## config.mk

```make
export PLATFORM = sky130hd
export DESIGN_NAME = fir_seq_mac_ctrl_flat
export DESIGN_NICKNAME = d
export VERILOG_FILES = /design/src/rtl/fir_seq_mac_ctrl_if.sv /design/src/rtl/fir_seq_mac_ctrl.sv /design/src/flat_wrapper.sv
export SDC_FILE = /design/constraint.sdc
export NUM_CORES = 1
export LEC_CHECK = 0
export CAP_MARGIN = 30
export CORE_MARGIN = 1
export CORE_UTILIZATION = 55
export CTS_BUF_LIST = sky130_fd_sc_hd__clkbuf_8
export DETAILED_ROUTE_END_ITERATION = 12
export PLACE_DENSITY = 0.73
export SKIP_CTS_REPAIR_TIMING = 1
export SLEW_MARGIN = 20
export SYNTH_ARGS = -nofsm -noshare
export SYNTH_HDL_FRONTEND = slang
export SYNTH_SLANG_ARGS = --single-unit
```

## constraint.sdc

```tcl
create_clock -name clk -period 9.9 [get_ports clk]
set_input_delay 1.485 -clock clk [delete_from_list [all_inputs] [get_ports clk]]
set_output_delay 1.485 -clock clk [all_outputs]
set_load 0.01 [all_outputs]
```

## src/rtl/fir_seq_mac_ctrl_if.sv

```systemverilog
// Sample/result handshake bundle for the time-multiplexed FIR engine.
// The master side is the sample source and result consumer. The slave side is the engine.
interface fir_seq_mac_ctrl_if #(
    parameter int DW = 8
);
    logic [DW-1:0] x_in;
    logic          in_valid;
    logic          in_ready;
    logic [DW-1:0] y;
    logic          out_valid;
    logic          out_ready;
    logic          busy;

    modport master (
        output x_in, in_valid, out_ready,
        input  in_ready, y, out_valid, busy
    );

    modport slave (
        input  x_in, in_valid, out_ready,
        output in_ready, y, out_valid, busy
    );
endinterface

```

## src/rtl/fir_seq_mac_ctrl.sv

```systemverilog
// Time-multiplexed FIR engine: TAPS-deep delay line, coefficient bank, one multiplier
// and an accumulator. One tap is processed per clock, in the order IDLE -> MAC -> DONE.
// Optional feature macro: FIR_COEF_LOAD_EN adds a run-time coefficient write port.
// The write port is honoured only in IDLE.
// COEF_INIT is packed with c[0] in the least significant CW bits.
// The default value is the tap set 3,2,3,4,2,4,5,3 for c[0]..c[7].
module fir_seq_mac_ctrl #(
    parameter int DW        = 8,
    parameter int CW        = 8,
    parameter int TAPS      = 8,
    parameter int OUT_SHIFT = 0,
    parameter logic [TAPS*CW-1:0] COEF_INIT =
        {8'd3, 8'd5, 8'd4, 8'd2, 8'd4, 8'd3, 8'd2, 8'd3}
)(
    input  logic                    clk,
    input  logic                    reset,
`ifdef FIR_COEF_LOAD_EN
    input  logic                    coef_we,
    input  logic [$clog2(TAPS)-1:0] coef_addr,
    input  logic [CW-1:0]           coef_wdata,
`endif
    fir_seq_mac_ctrl_if.slave       bus
);

    localparam int KW = $clog2(TAPS);
    localparam int PW = DW + CW;
    localparam int AW = DW + CW + $clog2(TAPS);

    typedef enum logic [1:0] {
        IDLE = 2'd0,
        MAC  = 2'd1,
        DONE = 2'd2
    } state_t;

    state_t        state_r;
    state_t        state_next_s;
    logic          accept_s;
    logic          last_tap_s;

    logic [DW-1:0] x_r    [TAPS];
    logic [CW-1:0] coef_s [TAPS];
    logic [KW-1:0] k_r;
    logic [AW-1:0] acc_r;
    logic [PW-1:0] prod_s;
    logic [AW-1:0] acc_next_s;
    logic [AW-1:0] acc_shift_s;

    logic [DW-1:0] y_r;
    logic          out_valid_r;
    logic          in_ready_r;
    logic          busy_r;

    assign last_tap_s    = (k_r == KW'(TAPS - 1));

    assign bus.y         = y_r;
    assign bus.out_valid = out_valid_r;
    assign bus.in_ready  = in_ready_r;
    assign bus.busy      = busy_r;

`ifdef FIR_COEF_LOAD_EN
    logic [CW-1:0] coef_r [TAPS];
    logic [31:0]   coef_addr_ext_s;
    logic          coef_wr_ok_s;

    // Writes land only while idle, so a running sum never sees a coefficient change.
    assign coef_addr_ext_s = 32'(coef_addr);
    assign coef_wr_ok_s    = (state_r == IDLE) && coef_we && (coef_addr_ext_s < 32'(TAPS));

    // Coefficient bank: reloaded from COEF_INIT on reset, written from the load port when idle.
    always_ff @(posedge clk) begin
        if (reset) begin
            for (int i = 0; i < TAPS; i++) begin
                coef_r[i] <= COEF_INIT[i*CW +: CW];
            end
        end else if (coef_wr_ok_s) begin
            coef_r[coef_addr] <= coef_wdata;
        end
    end

    // Present the writable bank to the multiplier.
    always_comb begin
        for (int i = 0; i < TAPS; i++) begin
            coef_s[i] = coef_r[i];
        end
    end
`else
    // Fixed coefficient set, unpacked from the reset constant.
    always_comb begin
        for (int i = 0; i < TAPS; i++) begin
            coef_s[i] = COEF_INIT[i*CW +: CW];
        end
    end
`endif

    // FSM state register.
    always_ff @(posedge clk) begin
        if (reset) begin
            state_r <= IDLE;
        end else begin
            state_r <= state_next_s;
        end
    end

    // Next-state decode: accept a sample in IDLE, step taps in MAC, wait for the consumer in DONE.
    always_comb begin
        state_next_s = state_r;
        accept_s     = 1'b0;
        case (state_r)
            IDLE: begin
                if (bus.in_valid) begin
                    accept_s     = 1'b1;
                    state_next_s = MAC;
                end else begin
                    state_next_s = IDLE;
                end
            end
            MAC: begin
                if (last_tap_s) begin
                    state_next_s = DONE;
                end else begin
                    state_next_s = MAC;
                end
            end
            DONE: begin
                if (bus.out_ready) begin
                    state_next_s = IDLE;
                end else begin
                    state_next_s = DONE;
                end
            end
            default: begin
                state_next_s = IDLE;
            end
        endcase
    end

    // Multiply-accumulate for the current tap. The accumulator is sized so it cannot wrap.
    always_comb begin
        prod_s      = PW'(x_r[k_r]) * PW'(coef_s[k_r]);
        acc_next_s  = acc_r + AW'(prod_s);
        acc_shift_s = acc_next_s >> OUT_SHIFT;
    end

    // Delay line, accumulator and tap index.
    always_ff @(posedge clk) begin
        if (reset) begin
            for (int i = 0; i < TAPS; i++) begin
                x_r[i] <= {DW{1'b0}};
            end
            acc_r <= {AW{1'b0}};
            k_r   <= {KW{1'b0}};
        end else if (accept_s) begin
            x_r[0] <= bus.x_in;
            for (int i = 1; i < TAPS; i++) begin
                x_r[i] <= x_r[i-1];
            end
            acc_r <= {AW{1'b0}};
            k_r   <= {KW{1'b0}};
        end else if (state_r == MAC) begin
            acc_r <= acc_next_s;
            if (last_tap_s) begin
                k_r <= {KW{1'b0}};
            end else begin
                k_r <= k_r + KW'(1);
            end
        end
    end

    // Registered handshake outputs. y is captured with the final tap and held until the next result.
    always_ff @(posedge clk) begin
        if (reset) begin
            y_r         <= {DW{1'b0}};
            out_valid_r <= 1'b0;
            in_ready_r  <= 1'b1;
            busy_r      <= 1'b0;
        end else begin
            in_ready_r  <= (state_next_s == IDLE);
            busy_r      <= (state_next_s != IDLE);
            out_valid_r <= (state_next_s == DONE);
            if ((state_r == MAC) && last_tap_s) begin
                y_r <= acc_shift_s[DW-1:0];
            end
        end
    end

endmodule
```

## src/flat_wrapper.sv

```systemverilog
// flat-port wrapper written by rule: the top's interface ports become plain ports
module fir_seq_mac_ctrl_flat 
#(
    parameter int DW        = 8,
    parameter int CW        = 8,
    parameter int TAPS      = 8,
    parameter int OUT_SHIFT = 0,
    parameter logic [TAPS*CW-1:0] COEF_INIT =
        {8'd3, 8'd5, 8'd4, 8'd2, 8'd4, 8'd3, 8'd2, 8'd3}
)
  (clk, reset, bus_x_in, bus_in_valid, bus_out_ready, bus_in_ready, bus_y, bus_out_valid, bus_busy);
  fir_seq_mac_ctrl_if #(.DW(DW)) bus_i ();
  input  logic clk;
  input  logic reset;
  input wire logic [$bits(bus_i.x_in)-1:0] bus_x_in;
  input wire logic [$bits(bus_i.in_valid)-1:0] bus_in_valid;
  input wire logic [$bits(bus_i.out_ready)-1:0] bus_out_ready;
  output wire logic [$bits(bus_i.in_ready)-1:0] bus_in_ready;
  output wire logic [$bits(bus_i.y)-1:0] bus_y;
  output wire logic [$bits(bus_i.out_valid)-1:0] bus_out_valid;
  output wire logic [$bits(bus_i.busy)-1:0] bus_busy;
  assign bus_i.x_in = bus_x_in;
  assign bus_i.in_valid = bus_in_valid;
  assign bus_i.out_ready = bus_out_ready;
  assign bus_in_ready = bus_i.in_ready;
  assign bus_y = bus_i.y;
  assign bus_out_valid = bus_i.out_valid;
  assign bus_busy = bus_i.busy;
  fir_seq_mac_ctrl #(.DW(DW), .CW(CW), .TAPS(TAPS), .OUT_SHIFT(OUT_SHIFT), .COEF_INIT(COEF_INIT)) u_core (.clk(clk), .reset(reset), .bus(bus_i));
endmodule
```

After elaboration in Yosys (flattened, before gate mapping)
Memories as Yosys holds them, arrays and structs flattened. A register that Yosys moved wholly into a read port is not among the register bits.
Cells that the tools add are included.
W data, S select, Z words.
{"block": "word_totals", "mem_bits_rw": 64, "mem_count": 2, "rom_bits": 64, "reg_bits": 35, "elab_cells": 55, "in_bits": 12}
{"name": "(no name shown)", "depth": 8, "width": 8, "read_ports": 1, "rd_ports_with_merged_regs": 0, "write_ports": 0, "line": "fir_seq_mac_ctrl.sv:139", "text": "prod_s = PW'(x_r[k_r]) * PW'(coef_s[k_r]);"}
{"name": "u_core.x_r", "depth": 8, "width": 8, "read_ports": 8, "rd_ports_with_merged_regs": 1, "write_ports": 8, "line": "fir_seq_mac_ctrl.sv:40", "text": "logic [DW-1:0] x_r [TAPS];"}
{"block": "classes", "add_sub_neg": 2, "eq_ne": 4, "n_reduce_logical": 5, "n_mul": 1, "muxes": 24, "bitwise": 9, "order_cmp": 1}
{"cell": "$mux W8", "n": 10}
{"cell": "$add A19 B16 Y19", "n": 1}
{"cell": "$mul A8 B8 Y16", "n": 1}
{"cell": "$mux W3", "n": 3}
{"cell": "$mux W1", "n": 8}
{"cell": "$or A1 B1 Y1", "n": 8}
{"cell": "$pmux W2 S3", "n": 1}
{"cell": "$eq A2 B2 Y1 const B", "n": 2}
{"cell": "$ge A4 B4 Y1 const B", "n": 1}
{"cell": "$logic_not A2 Y1", "n": 2}
{"cell": "$mux W2", "n": 2}
{"cell": "$not A3 Y4", "n": 1}
{"cell": "$add A3 B1 Y3 const B", "n": 1}
{"cell": "$eq A3 B3 Y1 const B", "n": 1}
{"cell": "$eq A2 B1 Y1 const B", "n": 1}
{"cell": "$reduce_bool A2 Y1", "n": 1}
{"cell": "$reduce_or A2 Y1", "n": 1}
{"cell": "$logic_and A1 B1 Y1", "n": 1}

Depth between registers and ports, before layout
Gate-level depths: netlist of run 1.
{"block": "logic_depth", "depth_word": 6, "depth_mapped": 19, "mapped_depth_nobuf": 17}

Worst setup path after synthesis of run 1
No wires, ideal clock.
{"block": "synth_timing", "path_kind": "register to register", "start": "register with a tool-made name", "end": "register u_core.acc_r[7]", "synth_period_minus_slack_ns": 4.868, "arrival_time_ns": 4.740, "stages_incl_launch_ff": 18, "setup_slack_ns": 5.032, "cell_sequence": "dfxtp_1 -> buf_2 -> buf_6 -> mux4_2 -> mux2i_1 -> nor2_1 -> fa_1 -> ha_1 -> ha_1 -> fa_1 -> ha_1 -> fa_1 -> a21o_1 -> a21oi_2 -> xnor3_1 -> xnor2_2 -> xnor2_1 -> o22ai_1"}
{"element": "to (signal assigned)", "line": "fir_seq_mac_ctrl.sv:150", "text": "acc_r <= {AW{1'b0}};"}
{"element": "to (signal assigned)", "line": "fir_seq_mac_ctrl.sv:157", "text": "acc_r <= {AW{1'b0}};"}
{"element": "to (signal assigned)", "line": "fir_seq_mac_ctrl.sv:160", "text": "acc_r <= acc_next_s;"}
{"element": "to (decl)", "line": "fir_seq_mac_ctrl.sv:43", "text": "logic [AW-1:0] acc_r;"}

==> flow_metrics.tcl, run 1 <==
set metrics [dict create \
    status "finished, final reports clean" \
    finalWirelength_um 7660 \
    dr.first_iter.drc_count 108 \
    grt_util_all_layers_pct 20.0 \
    syn_inst 367 \
    fp.dieW_um 93.9 \
    routedWlPerCell_um 15.4 \
    max_freq_ghz 0.191 \
    cts_tree "yes" \
    die_h_um 93.9 \
    swShare_pct 26.8 \
    root_buffer "clkbuf_8" \
    cp_cell_sequence "mux4_2, mux2i_1, nor2_1, fa_1, ha_1, ha_1, fa_1, ha_1, fa_1, a21o_1, a21oi_2, xnor3_1, xnor2_2, xnor2_1, o22ai_1" \
    worst_pin_slew_ps 935 \
    worst_setup_path_end_kind "register" \
    p_sw_w 0.000218 \
    rsz0062_at_grt "false" \
    syn-num-nets 410 \
    synth_edf_count 64 \
    stdcell_area_mm2 0.00512 \
    ir_worst_vdd_v 0.000102 \
    ant_nets 0 \
    p_int_w 0.000595 \
    critPathKind "reg -> reg" \
    yosysTopAreaCell "edfxtp_1" \
    dp_hpwl_um 5110 \
    clk_latency_ps 370 \
    grt_pass1_wl_um 13100 \
    crit_arrival_ps 5450 \
    drcViolationCount 0 \
    die-area_mm2 0.00882 \
    ys.warnings.count 0 \
    avgSynthCellArea_um2 12.7 \
    area_growth_pct 10.2 \
    hold_viol 0 \
    dpl_cell_area_mm2 0.00493 \
    synth_ff_type "edfxtp_1" \
    dr.pass1.iters 4 \
    period_share_pct 53.0 \
    ys_async_sr_fraction_pct 0 \
    nNetsFinal 429 \
    powerDensity_mw_per_mm2 159 \
    viasPerCell 5.33 \
    grt_pass1_vias 2655 \
    clkPwrFrac_pct 28.6 \
    cpPeakStageDelay_ps 860 \
    mostFrequentLayoutCells "edfxtp_1 (64), and2_1 (49), nand2_1 (31)" \
    cp_slowest_cell "dfxtp_1" \
    gr-total-overflow 0 \
    drive_gt1_share_pct 11.8 \
    synth_cell_types 40 \
    ys_ff_latch 91 \
    numPortBuffers 22 \
    cts_sinks 91 \
    cts_buffers 9 \
    worstHoldPathType "reg -> reg" \
    n_antenna_cell 0 \
    vias 2645 \
    gp_congestion 0.809 \
    seq_area_frac_synth_pct 53.0 \
    layout_min_cycle_time_ps 5250 \
    synth_top_area_share_pct 41.4 \
    comb_power_share_pct 16.2 \
    slew_headroom_pct 37.7 \
    start_util_pct 56.8 \
    crit_family "adder cells" \
    cp_max_fo 18 \
    fillerInstances 639 \
    finalMaxSlewViolations 0 \
    htreeDepth 3 \
    cellLeakagePower_nw 2.01 \
    synthTopCellsByArea "edfxtp_1 (41%), dfxtp_1 (12%), and2_1 (6.6%)" \
    p_seq_share_pct 55.2 \
    grt_max_degree 77 \
    place_ws_ps 4380 \
    finalWorstSetupSlack_ps 4650 \
    maxCapViolations 0 \
    clk_path_buf_depth 2 \
    path_buf_inv 0 \
    start_kind "register" \
    ios 23 \
    cp.required_ps 10100 \
    antenna_found_initial 0 \
    final-setup-viol-count 0 \
    finalSetupTns_ps 0 \
    core_area_mm2 0.00818 \
    clkTransAtPathRegs_ps 90 \
    final_common_cell "edfxtp_1" \
    syn_area_mm2 0.00464 \
    finalClockSkew_ps 11.4 \
    rows 33 \
]
[worst paths after layout]
path / from / to / slack, ps / depth (start not counted)
worst max-delay path: register / u_core.acc_r[7]$_SDFFE_PP0N_ / 4650 / 15
worst min-delay path: u_core.bus.y[2]$_SDFFE_PP0P_ / u_core.bus.y[2]$_SDFFE_PP0P_ / 460 / 2
worst max register to register: register / u_core.acc_r[7]$_SDFFE_PP0N_ / 4650 / 15
worst min register to register: u_core.bus.y[2]$_SDFFE_PP0P_ / u_core.bus.y[2]$_SDFFE_PP0P_ / 460 / 2
[synthesized netlist by cell type (3+ instances only)]
cell type,number
edfxtp_1,64
and2_1,49
nand2_1,31
dfxtp_1,27
inv_1,25
ha_1,20
nor2_1,19
a21oi_1,18
nor2b_1,16
mux4_2,13
fa_1,11
clkbuf_1,10
mux2i_1,10
nand2b_1,7
xnor2_1,6
buf_6,5
nand3b_1,4
a211oi_1,3
mux2_2,3
or2_1,3
[sequential cells by signal (all words and copies together) (netlist names), named ones only]
| name | cells |
|---|---|
| u_core.k_r | 3 |
| u_core.bus.busy | 1 |
| u_core.state_r | 2 |
| u_core.bus.in_ready | 1 |
| u_core.acc_r | 8 |
| u_core.bus.out_valid | 1 |
| u_core.bus.y | 8 |
| u_core.x_r | 64 |
[cell families (layout without fill, tap and decap cells)]
logic type	Yosys count	after routing	share of synthesized area, %
buf+inv	43	67	4.34
fa+ha+maj	31	31	10.1
compound gates	29	29	4.07
xor+xnor	9	9	2.16
flops	91	91	53.0
mux	28	28	10.2
simple gates	136	136	16.1
[worst min-delay path, stage by stage, from the launching register on]
cell,delay (ps)
dfxtp_1,320
nand2_1,50
a21oi_1,50
[through the flow]
stage	power, W	hold WS (ps)	utilization (%)	instances
global placement	0.000585	445	60.3	479
floorplan	0.000556	436	-	367
global route	0.000857	488	62.6	496
CTS	0.000819	463	62.4	495
detailed placement	0.000589	450	60.3	479
finish	0.000812	462	62.6	496
[routing by layer]
layer	wire (um)	GRT usage [%]
met5	0	0
met4	106	6.79
met3	284	5.42
met2	3500	30.3
met1	3770	27.8
[final cells by class]
class                      instances  area, um2  area share [%]
clock inverter                     6       36.3           0.709
timing repair buffer              26        258            5.04
tap                              105        131            2.57
clock buffer                      10        138            2.69
inverter                          25       93.8            1.83
multi-input combinational        233       2000            39.0
sequential                        91       2460            48.1
[power groups by stage]
stage / Sequential (W) / Combinational, W / Clock [W]
6_report: 0.000448 / 0.000132 / 0.000232
5_1_grt: 0.000451 / 0.000151 / 0.000255
4_1_cts: 0.000450 / 0.000132 / 0.000238
3_5_place_dp: 0.000458 / 0.000131 / 0
3_3_place_gp: 0.000457 / 0.000128 / 0
2_1_floorplan: 0.000452 / 0.000105 / 0
(Power assumes the default switching activity.)
==> run 2, diff against run 1 <==
Settings changed: PLACE_DENSITY 0.73 to 0.76.
Clock period 9.9 ns to 4.8 ns, I/O delays scaled along.
==> flow_metrics.tcl, run 2 (same netlist as run 1, synthesis figures left out) <==
set metrics [dict create \
    dp_cells 489 \
    clkTransAtPathRegs_ps 90 \
    numPortBuffers 22 \
    die_h_um 93.9 \
    place_ws_ps -60.1 \
    holdPathStages 2 \
    cp_max_fo 9 \
    status "finished, final reports clean" \
    worst_setup_path_end_kind "register" \
    finalSetupTns_ps 0 \
    rows 33 \
    max_freq_ghz 0.216 \
    reg2reg_depth 16 \
    drcViolationCount 0 \
    htreeDepth 3 \
    finalClockSkew_ps 8.85 \
    n_antenna_cell 0 \
    cts_sinks 91 \
    gr-total-overflow 0 \
    dr.first_iter.drc_count 107 \
    maxCapViolations 0 \
    fillerInstances 592 \
    layout_min_cycle_time_ps 4620 \
    die-area_mm2 0.00882 \
    multi_input_area_mm2 0.00202 \
    hold_end "u_core.acc_r[1]$_SDFFE_PP0N_" \
    cts_buffers 9 \
    final-setup-viol-count 0 \
    grt_pass1_vias 2757 \
    clk_path_buf_depth 2 \
    finalWorstSetupSlack_ps 179 \
    antenna_found_initial 0 \
    period_share_pct 96.3 \
    root_buffer "clkbuf_8" \
    cts_tree "yes" \
    r2r_slack_ps 180 \
    ios 23 \
    p_total_w 0.00175 \
    finalMaxSlewViolations 0 \
    hold_viol 0 \
    nNetsFinal 444 \
    top_register "u_core.x_r" \
    drive_gt1_share_pct 16.5 \
    hold_start "u_core.acc_r[1]$_SDFFE_PP0N_" \
    ir_worst_vdd_v 0.000232 \
    grt_pass1_wl_um 14000 \
    critPathKind "reg -> reg" \
    fp.dieW_um 93.9 \
    clk_latency_ps 350 \
    grt_max_degree 57 \
    final_cells 511 \
    dp_hpwl_um 5540 \
    core_area_mm2 0.00818 \
    post-route-util_pct 65.2 \
    start_kind "register" \
    cp.required_ps 5070 \
    finalWirelength_um 8290 \
    slew_headroom_pct 54.9 \
    r2r_end "u_core.bus.y[7]$_SDFFE_PP0P_" \
    viasPerCell 5.38 \
    worst_pin_slew_ps 675 \
    worstHoldPathType "reg -> reg" \
    vias 2751 \
    area_growth_pct 14.7 \
    ant_nets 0 \
    routedWlPerCell_um 16.2 \
    final_common_cell "edfxtp_1" \
    powerDensity_mw_per_mm2 328 \
    start_util_pct 56.8 \
    mostFrequentLayoutCells "edfxtp_1 (64), and2_1 (49), nand2_1 (31)" \
    crit_arrival_ps 4890 \
    grt_util_all_layers_pct 21.5 \
    register_area_mm2 0.00246 \
    largest_reg_flops 64 \
    cellLeakagePower_nw 2.09 \
    gp_congestion 0.791 \
    dr.pass1.iters 4 \
]
## run 2: layer usage
layer / part of all wire [%] / global-route usage, % / vias up
met5: 0 / 0 / -
met4: 1.4 / 7.69 / 0
met3: 3.6 / 4.29 / 13
met2: 48 / 33.2 / 51
met1: 47 / 30.3 / 1361
li1: - / - / 1326
## run 2: critical path: stages, from the launching register on
cell and delay [ps]:
dfxtp_2 350, buf_12 140, mux4_2 510, mux2i_2 210
nor2_1 90, fa_1 480, ha_1 350, ha_4 260
fa_1 480, ha_2 210, fa_2 340, a21o_1 170
a21oi_2 130, xnor3_1 260, xnor2_2 150, xnor2_1 150
o31ai_1 250
## run 2: report_power, final
| group | leakage [nW] | switching (W) | internal [W] |
|---|---|---|---|
| clock network | 0.0907 | 0.000275 | 0.000238 |
| registers | 0.914 | 0.0000271 | 0.000897 |
| logic | 1.08 | 0.000162 | 0.000149 |
| total | 2.09 | 0.000464 | 0.00128 |
## run 2: area by class of cell
cell class,count,share of cell area (%)
Sequential cell,91,46.3
Multi-Input combinational cell,233,38.0
Timing Repair Buffer,41,7.98
Tap cell,105,2.47
Clock buffer,9,2.33
Inverter,25,1.76
Clock inverter,7,1.24
## run 2: per-stage QoR
stage | cell area (um2) | hold slack, ps
2_1_floorplan | 4650 | 436
3_3_place_gp | 5050 | 444
3_5_place_dp | 5050 | 448
4_1_cts | 5240 | 461
5_1_grt | 5330 | 485
6_report | 5330 | 462
## run 2: worst max-delay path by stage
stage | to | cells after the start
after floorplan | u_core.acc_r[7]$_SDFFE_PP0N_ | 17
after global placement | u_core.acc_r[7]$_SDFFE_PP0N_ | 16
after detailed placement | u_core.bus.y[7]$_SDFFE_PP0P_ | 16
after CTS | u_core.bus.y[7]$_SDFFE_PP0P_ | 16
after global routing | u_core.bus.y[7]$_SDFFE_PP0P_ | 16
final | u_core.bus.y[7]$_SDFFE_PP0P_ | 16
